## src/rtl/vga_timing_gen.sv

```systemverilog
// Raster timing generator: sync, blank, coordinates and line/frame strobes with a PIX_DIV pixel divider.
// Outputs registered with zero lag to the counters; Enable low freezes everything. Option: VGA_TIMING_FRAME_COUNT_EN.
module vga_timing_gen #(
  parameter int H_DISPLAY     = 800,
  parameter int H_FRONT_PORCH = 56,
  parameter int H_SYNC_PULSE  = 120,
  parameter int H_BACK_PORCH  = 64,
  parameter int V_DISPLAY     = 600,
  parameter int V_FRONT_PORCH = 37,
  parameter int V_SYNC_PULSE  = 6,
  parameter int V_BACK_PORCH  = 23,
  parameter bit H_SYNC_POL    = 1'b1,
  parameter bit V_SYNC_POL    = 1'b1,
  parameter int PIX_DIV       = 1,
  parameter int X_WIDTH       = 11,
  parameter int Y_WIDTH       = 10
) (
  input  logic               Clock,
  input  logic               Reset,
  input  logic               Enable,
  output logic               hSync,
  output logic               vSync,
  output logic               sync_n,
  output logic               blank_n,
  output logic [X_WIDTH-1:0] nextX,
  output logic [Y_WIDTH-1:0] nextY,
  output logic               pixelTick,
  output logic               lineStart,
  output logic               frameStart
`ifdef VGA_TIMING_FRAME_COUNT_EN
  ,
  output logic [15:0]        frameCount
`endif
);

  localparam int H_TOTAL      = H_DISPLAY + H_FRONT_PORCH + H_SYNC_PULSE + H_BACK_PORCH;
  localparam int V_TOTAL      = V_DISPLAY + V_FRONT_PORCH + V_SYNC_PULSE + V_BACK_PORCH;
  localparam int H_SYNC_START = H_DISPLAY + H_FRONT_PORCH;
  localparam int H_BACK_START = H_SYNC_START + H_SYNC_PULSE;
  localparam int V_SYNC_START = V_DISPLAY + V_FRONT_PORCH;
  localparam int V_BACK_START = V_SYNC_START + V_SYNC_PULSE;
  localparam int DIV_W        = (PIX_DIV > 1) ? $clog2(PIX_DIV) : 1;

  typedef enum logic [1:0] {H_ACTIVE, H_FRONT, H_SYNC, H_BACK} h_state_t;
  typedef enum logic [1:0] {V_ACTIVE, V_FRONT, V_SYNC, V_BACK} v_state_t;

  logic [DIV_W-1:0]   div_cnt;
  logic [X_WIDTH-1:0] h_cnt, h_cnt_nxt;
  logic [Y_WIDTH-1:0] v_cnt, v_cnt_nxt;
  h_state_t           h_state, h_state_nxt;
  v_state_t           v_state, v_state_nxt;
  logic               tick, h_wrap, v_wrap;
  logic               act_nxt, hs_act_nxt, vs_act_nxt;

  assign tick   = Enable && (div_cnt == DIV_W'(PIX_DIV - 1));
  assign h_wrap = (h_cnt == X_WIDTH'(H_TOTAL - 1));
  assign v_wrap = (v_cnt == Y_WIDTH'(V_TOTAL - 1));

  // Next position and phase, consumed only on a tick edge
  always_comb begin
    h_cnt_nxt   = h_wrap ? '0 : h_cnt + 1'b1;
    v_cnt_nxt   = v_cnt;
    h_state_nxt = h_state;
    v_state_nxt = v_state;
    if (h_wrap) v_cnt_nxt = v_wrap ? '0 : v_cnt + 1'b1;
    case (h_state)
      H_ACTIVE: if (h_cnt_nxt == X_WIDTH'(H_DISPLAY))    h_state_nxt = H_FRONT;
      H_FRONT:  if (h_cnt_nxt == X_WIDTH'(H_SYNC_START)) h_state_nxt = H_SYNC;
      H_SYNC:   if (h_cnt_nxt == X_WIDTH'(H_BACK_START)) h_state_nxt = H_BACK;
      H_BACK:   if (h_wrap)                             h_state_nxt = H_ACTIVE;
      default:                                          h_state_nxt = H_ACTIVE;
    endcase
    if (h_wrap) begin
      case (v_state)
        V_ACTIVE: if (v_cnt_nxt == Y_WIDTH'(V_DISPLAY))    v_state_nxt = V_FRONT;
        V_FRONT:  if (v_cnt_nxt == Y_WIDTH'(V_SYNC_START)) v_state_nxt = V_SYNC;
        V_SYNC:   if (v_cnt_nxt == Y_WIDTH'(V_BACK_START)) v_state_nxt = V_BACK;
        V_BACK:   if (v_wrap)                             v_state_nxt = V_ACTIVE;
        default:                                          v_state_nxt = V_ACTIVE;
      endcase
    end
    act_nxt    = (h_state_nxt == H_ACTIVE) && (v_state_nxt == V_ACTIVE);
    hs_act_nxt = (h_state_nxt == H_SYNC);
    vs_act_nxt = (v_state_nxt == V_SYNC);
  end

  always_ff @(posedge Clock) begin
    pixelTick  <= 1'b0;
    lineStart  <= 1'b0;
    frameStart <= 1'b0;
    if (Reset) begin
      div_cnt <= '0;
      h_cnt   <= X_WIDTH'(H_TOTAL - 1);
      v_cnt   <= Y_WIDTH'(V_TOTAL - 1);
      h_state <= H_BACK;
      v_state <= V_BACK;
      hSync   <= ~H_SYNC_POL;
      vSync   <= ~V_SYNC_POL;
      sync_n  <= 1'b1;
      blank_n <= 1'b0;
      nextX   <= '0;
      nextY   <= '0;
`ifdef VGA_TIMING_FRAME_COUNT_EN
      frameCount <= '0;
`endif
    end else if (tick) begin
      div_cnt    <= '0;
      h_cnt      <= h_cnt_nxt;
      v_cnt      <= v_cnt_nxt;
      h_state    <= h_state_nxt;
      v_state    <= v_state_nxt;
      hSync      <= hs_act_nxt ? H_SYNC_POL : ~H_SYNC_POL;
      vSync      <= vs_act_nxt ? V_SYNC_POL : ~V_SYNC_POL;
      sync_n     <= ~(hs_act_nxt || vs_act_nxt);
      blank_n    <= act_nxt;
      nextX      <= act_nxt ? h_cnt_nxt : '0;
      nextY      <= act_nxt ? v_cnt_nxt : '0;
      pixelTick  <= 1'b1;
      lineStart  <= h_wrap;
      frameStart <= h_wrap && v_wrap;
`ifdef VGA_TIMING_FRAME_COUNT_EN
      if (h_wrap && v_wrap) frameCount <= frameCount + 16'd1;
`endif
    end else if (Enable) begin
      div_cnt <= div_cnt + 1'b1;
    end
  end

endmodule

```

## config.mk

```make
export PLATFORM = sky130hd
export DESIGN_NAME = vga_timing_gen
export DESIGN_NICKNAME = d
export VERILOG_FILES = /design/src/rtl/vga_timing_gen.sv
export SDC_FILE = /design/constraint.sdc
export NUM_CORES = 1
export LEC_CHECK = 0
export ABC_AREA = 1
export BUFFER_PORTS_ARGS = -buffer_cell sky130_fd_sc_hd__buf_2
export CORE_MARGIN = 2
export CORE_UTILIZATION = 59
export DETAILED_ROUTE_END_ITERATION = 6
export HOLD_SLACK_MARGIN = 0.08
export PLACE_DENSITY = 0.83
export REMOVE_ABC_BUFFERS = 1
export SKIP_CTS_REPAIR_TIMING = 1
export SYNTH_ARGS = -nofsm -noshare
export SYNTH_HDL_FRONTEND = slang
export SYNTH_SLANG_ARGS = --single-unit
```

## constraint.sdc

```tcl
create_clock -name Clock -period 2.7 [get_ports Clock]
set_input_delay 0.135 -clock Clock [delete_from_list [all_inputs] [get_ports Clock]]
set_output_delay 0.135 -clock Clock [all_outputs]
set_load 0.01 [all_outputs]
```

## Yosys cells after proc, flatten, opt, wreduce, memory -nomap -nowiden

Cells that the tools add are included.

| storage, ports and cells | value |
|---|---|
| flip-flop bits (word level) | 54 |
| bits of input ports | 3 |
| output and inout port bits | 28 |
| word-level logic and storage cells | 65 |

| cells by class | value |
|---|---|
| $add $sub $neg | 3 |
| eq/ne operators | 16 |
| muxes and demuxes | 19 |
| bitwise logic cells | 3 |
| reduce and logical (&&, ||, !) cells | 10 |

Operators by type and width:

| kind | number |
|---|---|
| 10-bit == test, second input constant | 4 |
| 11-bit by 10-bit == test with 1-bit output, second input constant | 3 |
| 10-bit 2-to-1 mux | 3 |
| 11-bit 2-to-1 mux | 2 |
| 2-bit 2-to-1 mux | 9 |
| 2-bit one-hot mux with 4 select lines | 2 |
| 2-bit == test, second input constant | 6 |
| 11-bit by 1-bit adder with 11-bit output, second input constant | 1 |
| 11-bit == test, second input constant | 1 |
| 10-bit by 1-bit adder with 10-bit output, second input constant | 1 |
| 2-bit zero test | 4 |
| 2-bit by 1-bit == test with 1-bit output, second input constant | 2 |
| 2-bit OR reduction | 2 |
| 1-bit logical AND | 3 |
| 1-bit 2-to-1 mux | 3 |
| 1-bit inverter | 3 |
| 1-bit adder, second input constant | 1 |
| 1-bit logical OR | 1 |

## Logic depth before layout (Yosys ltp)

Gate-level depths: netlist (run 1).

| logic depth | value |
|---|---|
| depth after elaboration | 10 |
| gate-level depth with buffers | 19 |
| gate-level depth less buffers | 19 |

## Worst setup path after synthesis (run 1)

Ideal clock, no wire load.

| path | value |
|---|---|
| path kind | register to register |
| start | register h_cnt[0] |
| end | register nextY[6] |
| library setup time | 0.114 ns |
| arrival time | 2.054 ns |
| path slack | 0.532 ns |
| stages on the path, launching flop included | 18 |
| buffers on the path | 1 |
| path through | dfxtp_1 ha_1 nand2_1 nor2_4 nand3_4 nor2_8 nand3_2 nand2_2 nand2_1 nor2_2 nand3_2 nand2_1 nand2_2 nand2_2 nor2_4 buf_6 nand4_1 nand2_1 |

| between the ends | value |
|---|---|
| cells in the longest elaborated chain, start to end | 9 |
| elaborated cells on any way between the ends | 24 |

RTL lines:

| item | RTL line | source |
|---|---|---|
| start: declaration | 48 | `logic [X_WIDTH-1:0] h_cnt, h_cnt_nxt;` |
| start signal: assignment | 93 | `h_cnt <= X_WIDTH'(H_TOTAL - 1);` |
| start signal: assignment | 108 | `h_cnt <= h_cnt_nxt;` |
| branches (longest 8 deep; another with 11-bit by 1-bit adder with 11-bit output) | n/a |  |
| 10-bit 2-to-1 mux (*) | 117 | `nextY <= act_nxt ? v_cnt_nxt : '0;` |
| end signal: assignment | 117 |  |
| end: declaration | 26 | `output logic [Y_WIDTH-1:0] nextY,` |

Mark *: on every way between the ends.
A chain may end at the register's enable or synchronous reset.

## Final worst setup path (run 1)

| path | value |
|---|---|
| start | register h_cnt[1] |
| end | register nextX[10] |

| between the ends | value |
|---|---|
| cells in the longest elaborated chain, start to end | 9 |
| elaborated cells on any way between the ends | 24 |

RTL lines:

| item | RTL line | source |
|---|---|---|
| branches (longest 8 deep; another with 11-bit by 1-bit adder with 11-bit output) | n/a |  |
| 11-bit 2-to-1 mux (*) | 116 | `nextX <= act_nxt ? h_cnt_nxt : '0;` |
| end signal: assignment | 116 |  |
| end: declaration | 25 | `output logic [X_WIDTH-1:0] nextX,` |

Marks and branches as above.

==> flow_summary.yaml, run 1 <==
worst_setup_path:
  crit_family: "simple AND/OR/NAND/NOR gates"
  crit_slowest_cell: "dfxtp_1"
  slowest_delay_ns: 0.39
  worst-path-stages: 17
  arrival_ns: 2.77
  worstPathMaxFanout: 11
  reg2reg_depth: 17
  end_kind: "flop"
  cp_num_buf_inv: 1
  critPathLaunch: "h_cnt[1]"
  worst_setup_path_start_kind: "flop"
  r2r_start: "h_cnt[1]"
  cp.required_ns: 2.91
  rrSetupSlack_ns: 0.13
  cpMostUsedCell: "nand2_1"
  worstPathCellList: "ha_2 -> nand2_1 -> nor2_4 -> nand3_4 -> nor2_8 -> nand3_2 -> nand2_2 -> nand2_1 -> nor2_2 -> nand3_2 -> nand2_1 -> nand2_2 -> nand2_2 -> nor2_4 -> buf_4 -> nand4_1 -> nand2_1"
  crit_type: "flop to flop"
place:
  port_buffers: 30
  place_congestion: 0.898
  dp_cells: 545
  dp_slack_ns: 0.0955
  dp_hpwl_um: 5180
hold_path:
  hold_path_class: "flop to flop"
  hold_path_startpoint: "div_cnt"
  min_path_cells: 2
synth:
  synth_top_area_frac: 0.353
  netlist_area_um2: 3070
  synthDistinctLibCells: 32
  synth_seq_cells: 54
  yosys-top-cells-area: "dfxtp_1 35%, nand2_1 16%, inv_1 7.2%, nand4_1 5.7%, nand3_1 5.6%"
  syn_avg_cell_area_um2: 6.78
  seq_area_frac_synth: 0.353
  netlist_instances: 452
  yosys_warnings: 0
  yosysTopAreaCell: "dfxtp_1"
clock_network:
  clockBufferDepth: 2
  root_buffer: "clkbuf_8"
  cts_tree: "yes"
  insertion_delay_ns: 0.32
  h-tree-depth: 2
  clk_pin_slew_ns: 0.10
  numCtsBuffers: 5
  cts.sinks: 54
routing:
  drt-wirelength-per-cell_um: 13.4
  drc: 0
  drtAntennaViolNets: 0
  drtIter0Drc: 299
  viasPerCell: 5.42
  route.vias.total: 3022
  dr.pass1.iters: 6
  wl_um: 7480
power:
  power_density_nw_per_um2: 680
  power_mw: 2.33
  ir_drop_v: 0.000396
  p_leak_nw: 1.75
finish:
  stdcell_count: 558
  layout_commonest_cell: "nand2_1"
  fin_nets: 494
  final_cell_mix: "132 x nand2_1, 59 x inv_1, 52 x dfxtp_1, 39 x nor2_1, 33 x nand3_1"
  antennaDiodeCount: 0
  drive_gt1_frac: 0.197
  synthToLayoutAreaGrowth_pct: 11.6
grt:
  grt_max_degree: 35
  globalRouteOverflowTotal: 0
  grt_pass1_wl_um: 12300
  antenna_found_initial: 0
  grtUsageTotal: 0.260
  grt_pass1_vias: 2687
sta:
  timing.final.ws_setup_ns: 0.134
  finalSetupViolCount: 0
  period_needed_ns: 2.57
  tightest_slew_ns: 0.668
  hold_viol_final: 0
  fmax_mhz: 390
  period_share: 0.951
  drv_slew: 0
  timing.hold.ws_ns: 0.448
  slew_headroom: 0.554
  fin_skew_ns: 0.00829
die:
  die_h_um: 76.1
  io_pins: 31
  num_rows: 26
  chipWidth_um: 76.1
  die-area_um2: 5790
  core_um2: 5070
  start_util: 0.604
run_status:
  status: "complete, no violations"
job:
  cap_viol_max_count: 0
[cells by family (layout without fill, tap and decap cells)]
| logic type | after synthesis | after routing | synth area share |
|---|---|---|---|
| buffers and inverters | 81 | 117 | 0.113 |
| DFF | 54 | 54 | 0.353 |
| xor gates and xnor gates | 2 | 2 | 0.00572 |
| AOI/OAI and AO/OA | 34 | 34 | 0.0706 |
| adders and majority gates | 4 | 4 | 0.0163 |
| and+or+nand+nor | 277 | 277 | 0.442 |
[tightest hold or removal path, stage by stage, from the launching register on]
cell and delay [ns]:
dfxtp_1 0.31, inv_1 0.06, nor3_1 0.04
[final timing paths]
check                                 end
worst max-delay path            nextX[10]
worst min-delay path              div_cnt
worst max register to register  nextX[10]
worst min register to register    div_cnt
[state kept, by name (all words and copies together), names as in the netlist]
register	flops
h_cnt	11
nextX	11
nextY	10
v_cnt	10
h_state	2
v_state	2
blank_n	1
div_cnt	1
frameStart	1
hSync	1
lineStart	1
pixelTick	1
sync_n	1
vSync	1
[synthesized netlist by cell type]
| cell type | number |
|---|---|
| nand4_4 | 1 |
| nand2_2 | 6 |
| nor2_1 | 41 |
| nand3b_1 | 1 |
| o21ai_0 | 9 |
| nand4_1 | 28 |
| o21ai_1 | 3 |
| o31ai_1 | 1 |
| buf_6 | 5 |
| nand3_2 | 8 |
| nand2_4 | 2 |
| o21ai_2 | 1 |
| nor2_2 | 10 |
| nor2_4 | 3 |
| nor2_8 | 1 |
| nor3_2 | 2 |
| a22oi_2 | 1 |
| buf_2 | 4 |
| clkbuf_1 | 5 |
| nand3_4 | 1 |
| o22ai_1 | 12 |
| ha_1 | 4 |
| inv_1 | 59 |
| dfxtp_1 | 54 |
| clkinv_1 | 3 |
| nor3_1 | 6 |
| or2_2 | 1 |
| a22oi_1 | 7 |
| nand2_1 | 132 |
| inv_2 | 5 |
| nand3_1 | 34 |
| xor2_1 | 2 |
[per-stage QoR]
step           area (µm²)  TNS, ns   util
2_1_floorplan        2970        0      -
3_3_place_gp         3260        0  0.643
3_5_place_dp         3260        0  0.643
4_1_cts              3360        0  0.662
5_1_grt              3420  -0.0129  0.674
6_report             3420        0  0.674
[routing by layer]
metal	up-vias	wire length, µm	track usage
met1	1362	3270	0.326
met2	110	3640	0.437
met5	-	0	0
met4	0	189	0.131
met3	22	379	0.0379
li1	1528	-	-
[area by class of cell]
| cell class | count | area (µm²) |
|---|---|---|
| Clock buffer | 6 | 82.6 |
| Clock inverter | 2 | 12.5 |
| Fill cell | 442 | 1650 |
| Inverter | 67 | 251 |
| Multi-Input combinational cell | 317 | 1660 |
| Sequential cell | 54 | 1080 |
| Tap cell | 70 | 87.6 |
| Timing Repair Buffer | 42 | 245 |
[power breakdown]
group / total, mW / leakage, nW / internal [mW] / switching (mW)
clock: 0.479 / 0.0472 / 0.207 / 0.272
sequential: 0.913 / 0.438 / 0.855 / 0.0578
combinational: 0.934 / 1.26 / 0.295 / 0.639
total: 2.33 / 1.75 / 1.36 / 0.969
No activity file was read; power rests on OpenSTA's default activity.
==> run 2, diff against run 1 <==
==> constraint.sdc (replaced) <==
create_clock -name Clock -period 2.9 [get_ports Clock]
set_input_delay 0.145 -clock Clock [delete_from_list [all_inputs] [get_ports Clock]]
set_output_delay 0.145 -clock Clock [all_outputs]
set_load 0.01 [all_outputs]
==> run 2 against run 1 <==
Cell count is 0.72% lower. Clock skew increased by 0.0010 ns. Setup slack better by 0.17 ns. Non-clock buffer count decreased by 4. Critical path type unchanged. Critical endpoint is now sync_n. Largest cell class unchanged. Largest power group is now sequential cells. Highest routed layer unchanged.
==> flow_summary.yaml, run 2 (synthesis gave the netlist of run 1 again) <==
routing:
  drt-wirelength-per-cell_um: 13.1
  drtIter0Drc: 259
  drc: 0
  route.vias.total: 3026
  viasPerCell: 5.46
  wl_um: 7250
  dr.pass1.iters: 5
  drtAntennaViolNets: 0
grt:
  grt_util_met1: 0.309
  met3_usage: 0.0379
  globalRouteOverflowTotal: 0
  grt_max_degree: 35
  grtUsageTotal: 0.248
  use_met2: 0.437
  busiest_layer: "met2"
  grt_pass1_vias: 2627
  grt_pass1_wl_um: 11900
  antenna_found_initial: 0
place:
  dp_hpwl_um: 5150
  place_congestion: 0.855
  port_buffers: 30
  dpl-instance-area_um2: 3260
die:
  io_pins: 31
  start_util: 0.604
  die-area_um2: 5790
  chipWidth_um: 76.1
  core_um2: 5070
  num_rows: 26
  die_h_um: 76.1
sta:
  period_share: 0.896
  fmax_mhz: 385
  hold_viol_final: 0
  period_needed_ns: 2.60
  slew_headroom: 0.585
  tightest_slew_ns: 0.622
  fin_skew_ns: 0.00929
  finalSetupTns_ns: 0
  drv_slew: 0
  finalSetupViolCount: 0
  rsz0062_at_grt: "false"
finish:
  fin_nets: 490
  synthToLayoutAreaGrowth_pct: 10.7
  final_cell_mix: "132 x nand2_1, 59 x inv_1, 54 x dfxtp_1, 39 x nor2_1, 34 x nand3_1"
  postLayoutCoreUtil: 0.669
  top_regs: "h_cnt (11), nextX (11)"
  antennaDiodeCount: 0
  fin_area_um2: 3390
  layout_commonest_cell: "nand2_1"
  drive_gt1_frac: 0.178
power:
  power_mw: 2.18
  power_density_nw_per_um2: 642
  ir_drop_v: 0.000458
  p_leak_nw: 1.73
job:
  cap_viol_max_count: 0
worst_setup_path:
  worst_setup_path_start_kind: "flop"
  cp.required_ns: 3.11
  worstPathMaxFanout: 24
  arrival_ns: 2.81
  end_kind: "flop"
  crit_type: "flop to flop"
clock_network:
  clockBufferDepth: 2
  root_buffer: "clkbuf_8"
  cts_tree: "yes"
  clk_pin_slew_ns: 0.10
  h-tree-depth: 2
  numCtsBuffers: 5
  cts.sinks: 54
  insertion_delay_ns: 0.31
hold_path:
  hold_path_class: "input pin to flop"
run_status:
  status: "complete, no violations"
## run 2: per-stage QoR
step                setup slack, ns  cells  hold slack (ns)
floorplan                     0.472    438            0.222
global placement              0.429    544            0.327
detailed placement            0.263    544            0.330
CTS                           0.253    552          0.00101
global route                 0.0298    554            0.342
finish                        0.302    554            0.331
## run 2: final cells by class
class / instances / area [µm²]
flip-flops and latches: 54 / 1080
repair buffers: 38 / 215
fillers: 471 / 1680
clock buffers: 7 / 76.3
inverters: 67 / 251
well taps: 70 / 87.6
multi-input cells: 317 / 1650
clock inverters: 1 / 30.0
## run 2: worst max-delay path, cell delays in order (launching register included)
cell and delay (ns):
dfxtp_1 0.41, ha_1 0.27, nand2_1 0.11, nor2_4 0.22
nand3_4 0.13, nor2_8 0.18, nand3_2 0.09, nand2_2 0.11
nand2_1 0.09, nor2_2 0.13, nand3_2 0.10, nand3_2 0.08
nand3_2 0.12, nand2_8 0.17, nand3_1 0.12, nand2_1 0.11
inv_1 0.05
## run 2: path summary, 6_finish.rpt
check | start | endpoint | slack, ns | cells past startpoint
worst max-delay path | h_cnt[0] | sync_n | 0.30 | 16
worst min register to register | nextY[3] | nextY[3] | 0.45 | 2
worst max register to register | h_cnt[0] | sync_n | 0.30 | 16
worst min-delay path | Reset | pixelTick | 0.33 | 3
## run 2: per-layer routing
layer	share of wire	wire, µm	up-vias
met3	0.047	342	22
met2	0.50	3610	105
met4	0.020	146	0
met5	0	0	-
met1	0.44	3160	1379
li1	-	-	1520
## run 2: report_power, final
| group | internal [mW] | switching [mW] | total, mW | leakage (nW) |
|---|---|---|---|---|
| combinational | 0.253 | 0.579 | 0.832 | 1.24 |
| clock | 0.259 | 0.243 | 0.501 | 0.0524 |
| sequential | 0.795 | 0.0513 | 0.846 | 0.439 |
| total | 1.31 | 0.873 | 2.18 | 1.73 |
